<file path="config.mk">
export PLATFORM = sky130hd
export DESIGN_NAME = angular_filter_accum
export DESIGN_NICKNAME = d
export VERILOG_FILES = /design/src/rtl/angular_filter_accum_pkg.sv /design/src/rtl/angular_filter_accum_stage.sv /design/src/rtl/angular_filter_accum.sv
export SDC_FILE = /design/constraint.sdc
export NUM_CORES = 1
export LEC_CHECK = 0
export BUFFER_PORTS_ARGS = -buffer_cell sky130_fd_sc_hd__buf_2
export CELL_PAD_IN_SITES_DETAIL_PLACEMENT = 0
export CELL_PAD_IN_SITES_GLOBAL_PLACEMENT = 1
export CORE_MARGIN = 3
export CORE_UTILIZATION = 35
export CTS_CLUSTER_DIAMETER = 80
export DETAILED_ROUTE_END_ITERATION = 10
export MAX_ROUTING_LAYER = met4
export PLACE_DENSITY_LB_ADDON = 0.1
export SLEW_MARGIN = 30
export SYNTH_ARGS = -nofsm -noshare
export SYNTH_HDL_FRONTEND = slang
export SYNTH_SLANG_ARGS = --single-unit
</file>
<file path="constraint.sdc">
create_clock -name clk -period 3.1 [get_ports clk]
set_clock_uncertainty 0.2 [all_clocks]
set_input_delay 0.62 -clock clk [delete_from_list [all_inputs] [get_ports clk]]
set_output_delay 0.62 -clock clk [all_outputs]
set_load 0.03 [all_outputs]
</file>
<file path="src/rtl/angular_filter_accum_pkg.sv">
// Shared constants, word types and the pixel clipping helper for the intra
// angular filter accumulator.
package angular_pkg;

    localparam int FILTER_SHIFT = 6;
    localparam int ROUND_OFS    = 32;
    localparam int ROW_SAMPLES  = 16;
    localparam int PROD_BITS    = 16;
    localparam int PIX_BITS     = 8;

    typedef logic signed [PROD_BITS-1:0] prod_t;
    typedef logic        [PIX_BITS-1:0]  pix_t;

    // Saturate a normalised sum into [0, max_pix].
    function automatic int clip_pix(input int r, input int max_pix);
        if (r < 0) begin
            return 0;
        end else if (r > max_pix) begin
            return max_pix;
        end else begin
            return r;
        end
    endfunction

endpackage

</file>
<file path="src/rtl/angular_filter_accum_stage.sv">
// Generic valid/ready register slice; accepts a new payload whenever it is
// empty or its current payload is leaving downstream on the same edge.
module filt_pipe_stage #(
    parameter int W = 8
) (
    input  logic         clk,
    input  logic         rst_n,
    input  logic         up_valid_i,
    output logic         up_ready_o,
    input  logic [W-1:0] up_data_i,
    output logic         dn_valid_o,
    input  logic         dn_ready_i,
    output logic [W-1:0] dn_data_o
);

    logic         valid_q, valid_d;
    logic [W-1:0] data_q, data_d;

    always_comb begin
        up_ready_o = !valid_q || dn_ready_i;
        valid_d    = valid_q;
        data_d     = data_q;
        if (up_ready_o) begin
            valid_d = up_valid_i;
            if (up_valid_i) begin
                data_d = up_data_i;
            end
        end
    end

    always_ff @(posedge clk or negedge rst_n) begin
        if (!rst_n) begin
            valid_q <= 1'b0;
            data_q  <= '0;
        end else begin
            valid_q <= valid_d;
            data_q  <= data_d;
        end
    end

    assign dn_valid_o = valid_q;
    assign dn_data_o  = data_q;

endmodule

</file>
<file path="src/rtl/angular_filter_accum.sv">
// Four-tap product accumulator: pairwise sums, rounding, normalisation and
// pixel clipping over a 2-stage valid/ready pipeline with row sample tracking.
module angular_filter_accum
    import angular_pkg::*;
#(
    parameter int PROD_W    = PROD_BITS,
    parameter int SUM_W     = 18,
    parameter int SHIFT     = FILTER_SHIFT,
    parameter int BIT_DEPTH = PIX_BITS,
    parameter int N_SAMPLES = ROW_SAMPLES
) (
    input  logic                     clk,
    input  logic                     rst_n,
    input  logic                     in_valid,
    output logic                     in_ready,
    input  logic signed [PROD_W-1:0] in_p0,
    input  logic signed [PROD_W-1:0] in_p1,
    input  logic signed [PROD_W-1:0] in_p2,
    input  logic signed [PROD_W-1:0] in_p3,
    input  logic                     in_last,
    output logic                     out_valid,
    input  logic                     out_ready,
    output logic [BIT_DEPTH-1:0]     out_pix,
    output logic                     out_last,
    output logic                     err_sync
);

    localparam int CNT_W   = (N_SAMPLES > 1) ? $clog2(N_SAMPLES) : 1;
    localparam int S1_W    = 2 * SUM_W + 1;
    localparam int S2_W    = BIT_DEPTH + 1;
    localparam int T_W     = SUM_W + 1;
    localparam int RND     = 1 << (SHIFT - 1);
    localparam int MAX_PIX = (1 << BIT_DEPTH) - 1;
    localparam logic [CNT_W-1:0] LAST_IDX = CNT_W'(N_SAMPLES - 1);

    function automatic logic signed [SUM_W-1:0] sext(input logic signed [PROD_W-1:0] p);
        return {{(SUM_W - PROD_W){p[PROD_W-1]}}, p};
    endfunction

    logic [CNT_W-1:0]        cnt_q, cnt_d;
    logic                    err_q, err_d;
    logic                    in_fire, at_end, beat_last;
    logic signed [SUM_W-1:0] a_in, b_in;

    logic                    s1_valid, s2_ready;
    logic [S1_W-1:0]         s1_in, s1_data;
    logic                    s1_last;
    logic signed [SUM_W-1:0] s1_a, s1_b;
    logic signed [T_W-1:0]   t_sum, r_sh;
    logic [BIT_DEPTH-1:0]    pix_clip;
    logic [S2_W-1:0]         s2_in, s2_data;

    assign in_fire = in_valid && in_ready;
    assign a_in    = sext(in_p0) + sext(in_p1);
    assign b_in    = sext(in_p2) + sext(in_p3);

    // A premature in_last resynchronises the row; a missing one only flags.
    always_comb begin
        cnt_d     = cnt_q;
        err_d     = err_q;
        at_end    = (cnt_q == LAST_IDX);
        beat_last = at_end || in_last;
        if (in_fire) begin
            if (at_end) begin
                cnt_d = '0;
                if (!in_last) begin
                    err_d = 1'b1;
                end
            end else if (in_last) begin
                cnt_d = '0;
                err_d = 1'b1;
            end else begin
                cnt_d = cnt_q + 1'b1;
            end
        end
    end

    always_ff @(posedge clk or negedge rst_n) begin
        if (!rst_n) begin
            cnt_q <= '0;
            err_q <= 1'b0;
        end else begin
            cnt_q <= cnt_d;
            err_q <= err_d;
        end
    end

    assign s1_in = {beat_last, a_in, b_in};

    filt_pipe_stage #(.W(S1_W)) u_stage1 (
        .clk        (clk),
        .rst_n      (rst_n),
        .up_valid_i (in_valid),
        .up_ready_o (in_ready),
        .up_data_i  (s1_in),
        .dn_valid_o (s1_valid),
        .dn_ready_i (s2_ready),
        .dn_data_o  (s1_data)
    );

    // One guard bit on t: the largest positive sum plus the offset exceeds SUM_W.
    always_comb begin
        s1_last  = s1_data[S1_W-1];
        s1_a     = s1_data[2*SUM_W-1:SUM_W];
        s1_b     = s1_data[SUM_W-1:0];
        t_sum    = T_W'(s1_a) + T_W'(s1_b) + T_W'(RND);
        r_sh     = t_sum >>> SHIFT;
        pix_clip = BIT_DEPTH'(clip_pix(int'(r_sh), MAX_PIX));
        s2_in    = {s1_last, pix_clip};
    end

    filt_pipe_stage #(.W(S2_W)) u_stage2 (
        .clk        (clk),
        .rst_n      (rst_n),
        .up_valid_i (s1_valid),
        .up_ready_o (s2_ready),
        .up_data_i  (s2_in),
        .dn_valid_o (out_valid),
        .dn_ready_i (out_ready),
        .dn_data_o  (s2_data)
    );

    assign out_last = s2_data[S2_W-1];
    assign out_pix  = s2_data[BIT_DEPTH-1:0];
    assign err_sync = err_q;

endmodule

</file>
==> flow_metrics.env, run 1 <==
export IMPL_status="complete, no violations"
export IMPL_avgViaCountPerCell=5.22
export IMPL_grt_setup_unrepaired="no"
export IMPL_min_path_type="input port to async pin"
export IMPL_slew_violations=0
export IMPL_slew_headroom_pct=56.0
export IMPL_fin_setup_tns_ps=0
export IMPL_worstMarginPinSlew_ps=660
export IMPL_reg2reg_depth=9
export IMPL_crit_required_ps=3130
export IMPL_synthArstFlopShare_pct=100
export IMPL_die_height_um=117
export IMPL_final_core_util_pct=43.5
export IMPL_timing_final_crit_share_pct=92.5
export IMPL_ys_ff_latch=51
export IMPL_wl_um=10200
export IMPL_drc_errors=0
export IMPL_clock_latency_ps=280
export IMPL_place_gp_congestion=0.871
export IMPL_syn_area_sq_um=4280
export IMPL_rows=39
export IMPL_overflow=0
export IMPL_grt_usage_pct=16.1
export IMPL_synth_edf_count=0
export IMPL_seq_area_frac_synth_pct=29.8
export IMPL_yosys_top_cells_count="ha_1 (66), nand2_1 (54), dfrtp_1 (51)"
export IMPL_io_pins=81
export IMPL_max_cap_violations=0
export IMPL_cts_tree="yes"
export IMPL_grt_start_max_net_pins=52
export IMPL_cts_max_level=2
export IMPL_dieArea_sq_um=13600
export IMPL_clock_sinks=51
export IMPL_cts_buffer_depth=2
export IMPL_r2r_start="u_stage1.dn_data_o[30]"
export IMPL_setup_viol=0
export IMPL_grt_pass1_wl_um=17100
export IMPL_diodes=0
export IMPL_wl_per_cell_um=14.4
export IMPL_port_buffers=80
export IMPL_hpwl_um=8290
export IMPL_yosysTopAreaCell="dfrtp_1"
export IMPL_ir_drop_mv=0.230
export IMPL_cp_arrival_ps=2890
export IMPL_clockRootBuffer="clkbuf_16"
export IMPL_final_hold_viol_count=0
export IMPL_crit_type="flop to flop"
export IMPL_yosys_warnings=0
export IMPL_fin_crit_ps=2870
export IMPL_p_per_area_nw_per_um2=595
export IMPL_synthTopCellsByArea="dfrtp_1 (30%), ha_1 (19%), nand2_1 (4.7%), o21ai_0 (2.8%), a21oi_1 (2.6%)"
export IMPL_ant_nets=0
export IMPL_ys_flop_type="dfrtp_1"
export IMPL_synth_top_area_share_pct=29.8
export IMPL_initial_utilization_pct=36.7
export IMPL_nets=702
export IMPL_grt_pass1_vias=3607
export IMPL_drive_gt1_share_pct=19.9
export IMPL_path_max_fanout=8
export IMPL_vias=3689
export IMPL_syn_num_nets=615
export IMPL_startpoint="u_stage1.dn_data_o[30]"
export IMPL_num_fill_cells=1206
export IMPL_crit_path_end_kind="flop"
export IMPL_synth_avg_cell_area_sq_um=8.95
export IMPL_timing_fmax_ghz=0.349
export IMPL_p_leak_nw=2.48
export IMPL_worst_setup_path_start_kind="flop"
export IMPL_antenna_found_initial=0
export IMPL_syn_to_final_growth_pct=18.5
export IMPL_path_clk_slew_ps=70
export IMPL_synthCells=478
export IMPL_synth_cell_type_count=58
export IMPL_numCtsBuffers=5
export IMPL_dieWidth_um=117
export IMPL_dr_pass1_iters=5
export IMPL_yosysMostFrequentCell="ha_1"
export IMPL_core_area_sq_um=11700
export IMPL_drtIter0Drc=165
cell type report:
cell class,count,area (sq um),share of cell area (%)
multi-input combinational,388,2890,57.1
tap,143,179,3.53
clock buffer,6,129,2.54
sequential,51,1280,25.2
timing repair buffer,92,490,9.67
inverter,27,101,2.00
path summary, 6_finish.rpt:
kind / endpoint / slack (ps)
setup / recovery: u_stage2.dn_data_o[6] / 230
hold / removal: u_stage2.dn_data_o[3] / 230
setup reg to reg: u_stage2.dn_data_o[6] / 230
hold reg to reg: err_sync / 250
max in group asynchronous: u_stage1.dn_data_o[33] / 2020
min in group clk: err_sync / 250
through the flow:
| step | instance area (sq um) | hold slack (ps) | instances | power (W) | worst slack, ps |
|---|---|---|---|---|---|
| after global placement | 4900 | 234 | 701 | 0.00245 | 17.7 |
| after detailed placement | 4900 | 249 | 701 | 0.00246 | -1.83 |
| after floorplan | 4280 | 124 | 478 | 0.00208 | 136 |
| after global routing | 5070 | 289 | 707 | 0.00330 | 29.5 |
| after CTS | 5030 | 263 | 707 | 0.00301 | 110 |
| final | 5070 | 234 | 707 | 0.00302 | 233 |
critical path, stage by stage, from the launching register on:
cell and delay [ps]:
dfrtp_1 390, ha_1 280, ha_1 420, nand4_1 180, nor3_1 200, o21ai_1 130, a41oi_1 270, mux2_2 390
nand4b_4 150, o221a_1 200
where the power goes:
part / total, W / internal [W] / leakage [nW] / switching [W]
Clock: 0.000519 / 0.000291 / 0.0628 / 0.000228
Combinational: 0.00156 / 0.000671 / 1.81 / 0.000894
Sequential: 0.000935 / 0.000827 / 0.607 / 0.000108
metal layers:
metal	global-route usage, %	vias up	part of all wire (%)
met2	23.9	74	43
met4	3.98	0	0.80
met5	-	-	0
met1	23.6	1660	53
li1	-	1949	-
met3	1.71	6	2.9
timing repair:
item / in CTS / in global routing
resized for setup: 0 / 7
endpoints found under the hold margin: 0 / 0
setup endpoints to repair: 0 / 8
setup buffers: 0 / 0
hold buffers: 0 / 0
state kept, by name, indices dropped and copies added (netlist names):
register,cells
u_stage2.dn_valid_o,1
err_sync,1
cnt_q,4
u_stage1.dn_valid_o,1
u_stage2.dn_data_o,9
u_stage1.dn_data_o,35
layout by cell type, fill, tap and decap left out, types with 3 or more instances in the layout:
cell / netlist / final
a21oi_1: 22 / 21
and3_1: 5 / 5
inv_1: 27 / 27
clkbuf_16: 0 / 5
and2_1: 4 / 4
a211oi_1: 10 / 10
buf_2: 3 / 80
nand2b_1: 9 / 9
nand2_1: 54 / 53
o221a_1: 9 / 9
a21o_1: 11 / 11
a31oi_1: 8 / 8
nor2b_1: 3 / 3
o21ai_0: 24 / 24
xnor2_1: 12 / 12
nor2_1: 28 / 28
o21a_1: 8 / 8
o21ai_1: 18 / 17
a211o_1: 6 / 6
nand4_1: 7 / 7
nor3_1: 10 / 8
o2111ai_1: 3 / 3
nand3_1: 14 / 14
ha_1: 66 / 65
dfrtp_1: 51 / 51
xor2_1: 12 / 12
buf_4: 0 / 12
o31ai_1: 7 / 7
cells by family (layout without fill, tap and decap cells):
kind of cell | count (synthesis) | count (layout) | share of synthesized area (%)
simple gates | 144 | 144 | 16.2
fa+ha+maj | 68 | 68 | 20.2
mux | 3 | 3 | 0.761
xor+xnor | 24 | 24 | 4.92
compound gates | 149 | 149 | 24.5
flops | 51 | 51 | 29.8
buf+inv | 39 | 125 | 3.51
No activity file was read; power rests on OpenSTA's default activity.
==> inputs of run 2 (changes only) <==
--- a/config.mk
+++ b/config.mk
@@ -18,3 +18,4 @@
 export SYNTH_ARGS = -nofsm -noshare
 export SYNTH_HDL_FRONTEND = slang
+export SYNTH_HIERARCHICAL = 1
 export SYNTH_SLANG_ARGS = --single-unit
==> constraint.sdc (replaced) <==
create_clock -name clk -period 3.1 [get_ports clk]
set_clock_uncertainty 0.2 [all_clocks]
set_input_delay 0.155 -clock clk [delete_from_list [all_inputs] [get_ports clk]]
set_output_delay 0.155 -clock clk [all_outputs]
set_load 0.03 [all_outputs]
==> flow_metrics.env, run 2 <==
export IMPL_status="complete, but fails checks"
export IMPL_violations="setup timing"
export IMPL_min_path_type="input port to flop"
export IMPL_port_buffers=80
export IMPL_slew_violations=0
export IMPL_crit_type="flop to flop"
export IMPL_rows=40
export IMPL_largest_reg_flops=37
export IMPL_antenna_found_initial=0
export IMPL_drt_met1_wl_um=4810
export IMPL_cp_arrival_ps=3650
export IMPL_wl_per_cell_um=12.8
export IMPL_layout_commonest_cell="buf_2"
export IMPL_path_max_fanout=8
export IMPL_yosysMostFrequentCell="ha_1"
export IMPL_grt_usage_pct=14.0
export IMPL_crit_buf_inv=3
export IMPL_r2r_start="u_stage1/dn_data_o[5]"
export IMPL_numCtsBuffers=5
export IMPL_wl_um=9110
export IMPL_syn_num_nets=548
export IMPL_crit_path_end_kind="flop"
export IMPL_met2_length_um=3870
export IMPL_ys_flop_type="dfrtp_1"
export IMPL_final_cell_mix="buf_2 (80), ha_1 (57), dfrtp_1 (53)"
export IMPL_cts_buffer_depth=2
export IMPL_ir_drop_mv=0.247
export IMPL_clock_latency_ps=290
export IMPL_yosysTopAreaCell="dfrtp_1"
export IMPL_critical_path_max_stage_delay_ps=490
export IMPL_min_from="in_p1[0]"
export IMPL_startpoint="u_stage1/dn_data_o[5]"
export IMPL_ys_ff_latch=53
export IMPL_clockRootBuffer="clkbuf_16"
export IMPL_grt_start_max_net_pins=38
export IMPL_worst_setup_path_start_kind="flop"
export IMPL_yosys_warnings=6
export IMPL_synth_top_area_share_pct=30.1
export IMPL_io_pins=81
export IMPL_overflow=0
export IMPL_place_gp_congestion=0.832
export IMPL_die_height_um=118
export IMPL_critPathSlowestCell="or4_4"
export IMPL_grt_setup_unrepaired="yes"
export IMPL_setup_viol=8
export IMPL_synthCells=410
export IMPL_fin_crit_ps=3670
export IMPL_synth_avg_cell_area_sq_um=10.8
export IMPL_timing_final_crit_share_pct=119
export IMPL_r2r_slack_ps=-570
export IMPL_synth_cell_type_count=55
export IMPL_avgViaCountPerCell=4.69
export IMPL_dr_wl_met3_um=295
export IMPL_cp_top_family="compound AO/OA/AOI/OAI gates"
export IMPL_core_area_sq_um=12200
export IMPL_fin_setup_tns_ps=-4510
export IMPL_vias=3327
export IMPL_topRoutingLayerUsed="met4"
export IMPL_crit_required_ps=3080
export IMPL_path_clk_slew_ps=70
export IMPL_totalPowerFinal_w=0.00427
export IMPL_timing_fmax_ghz=0.272
export IMPL_cp_cell_sequence="inv_1 > ha_1 > inv_2 > ha_4 > and3_4 > a311o_1 > a31o_4 > o41a_1 > a41o_1 > or4_4 > a21oi_4 > buf_12 > a21oi_1 > mux2_4"
export IMPL_nets=679
export IMPL_dr_pass1_iters=4
export IMPL_final_cell_area_sq_um=5710
export IMPL_hpwl_um=7480
export IMPL_drive_gt1_share_pct=40.4
export IMPL_dieArea_sq_um=14000
export IMPL_final_setup_worst_slack_ps=-575
export IMPL_drc_errors=0
export IMPL_dieWidth_um=118
export IMPL_diodes=0
export IMPL_drtIter0Drc=213
export IMPL_cts_max_level=2
export IMPL_synthTopCellsByArea="dfrtp_1 (30%), ha_1 (19%), mux2_4 (13%), xnor2_1 (4.4%), a21oi_1 (2.5%)"
export IMPL_seq_area_frac_synth_pct=30.1
export IMPL_p_per_area_nw_per_um2=747
export IMPL_synth_edf_count=0
export IMPL_syn_to_final_growth_pct=29.3
export IMPL_max_cap_violations=0
export IMPL_p_leak_nw=2.82
export IMPL_grt_pass1_vias=3449
export IMPL_slew_headroom_pct=47.5
export IMPL_initial_utilization_pct=36.3
export IMPL_yosys_top_cells_count="ha_1 (67), dfrtp_1 (53), mux2_4 (39)"
export IMPL_syn_area_sq_um=4410
export IMPL_ant_nets=0
export IMPL_pre_cts_ws_ps=-639
export IMPL_grt_pass1_wl_um=16000
export IMPL_timing_hold_ws_ps=6.28
export IMPL_worstMarginPinSlew_ps=787
export IMPL_dpl_cell_area_sq_um=5390
export IMPL_clock_sinks=53
export IMPL_cts_tree="yes"
export IMPL_synthArstFlopShare_pct=100
export IMPL_final_hold_viol_count=0
[run 2: worst paths after layout]
check / to / cells after the start
hold / removal: u_stage1/dn_data_o[18] / 3
max in group asynchronous: u_stage1/dn_valid_o / 3
min in group asynchronous: cnt_q[3] / 2
setup reg to reg: u_stage2/dn_data_o[0] / 14
setup / recovery: u_stage2/dn_data_o[0] / 14
hold reg to reg: err_sync / 1
[run 2: where the power goes]
| group | total, W | switching [W] | internal [W] |
|---|---|---|---|
| Combinational | 0.00257 | 0.00115 | 0.00142 |
| Clock | 0.000644 | 0.000241 | 0.000404 |
| Sequential | 0.00105 | 0.000148 | 0.000900 |
[run 2: final cells by class]
type	count	area [sq um]
fill	1142	6450
tap	168	210
clock inverter	1	30.0
sequential	53	1330
inverter	28	105
clock buffer	7	143
timing repair buffer	127	776
multi-input combinational	326	3120
[run 2: through the flow]
step	cells	utilization [%]
3_5_place_dp	693	44.3
2_1_floorplan	410	-
3_3_place_gp	693	44.3
5_1_grt	710	46.9
4_1_cts	710	46.7
6_report	710	46.9
[run 2: cell families after synthesis]
logic type,after synthesis,share of synthesized area [%]
xor+xnor,30,5.95
simple gates,87,10.9
compound gates,93,14.2
flops,53,30.1
mux,47,15.3
fa+ha+maj,69,19.9
buf+inv,31,3.74
[run 2: worst reg2reg max path, stage by stage, from the launching register on]
cell and delay (ps):
dfrtp_1 350, inv_1 50, ha_1 290, inv_2 70
ha_4 190, and3_4 160, a311o_1 340, a31o_4 230
o41a_1 330, a41o_1 210, or4_4 490, a21oi_4 180
buf_12 140, a21oi_1 60, mux2_4 260
[run 2: what timing repair did]
action	4_1_cts	5_1_grt
setup buffers	5	0
hold endpoints to repair	38	0
endpoints found under the setup margin	8	14
pin swaps	11	6
gates resized for setup	7	8
hold buffers	4	0
[run 2: layer usage]
layer  global-route usage [%]  vias up
met2                     21.1       60
li1                         -     1762
met1                     19.6     1496
met5                        -        -
met3                     1.96        9
met4                     4.18        0
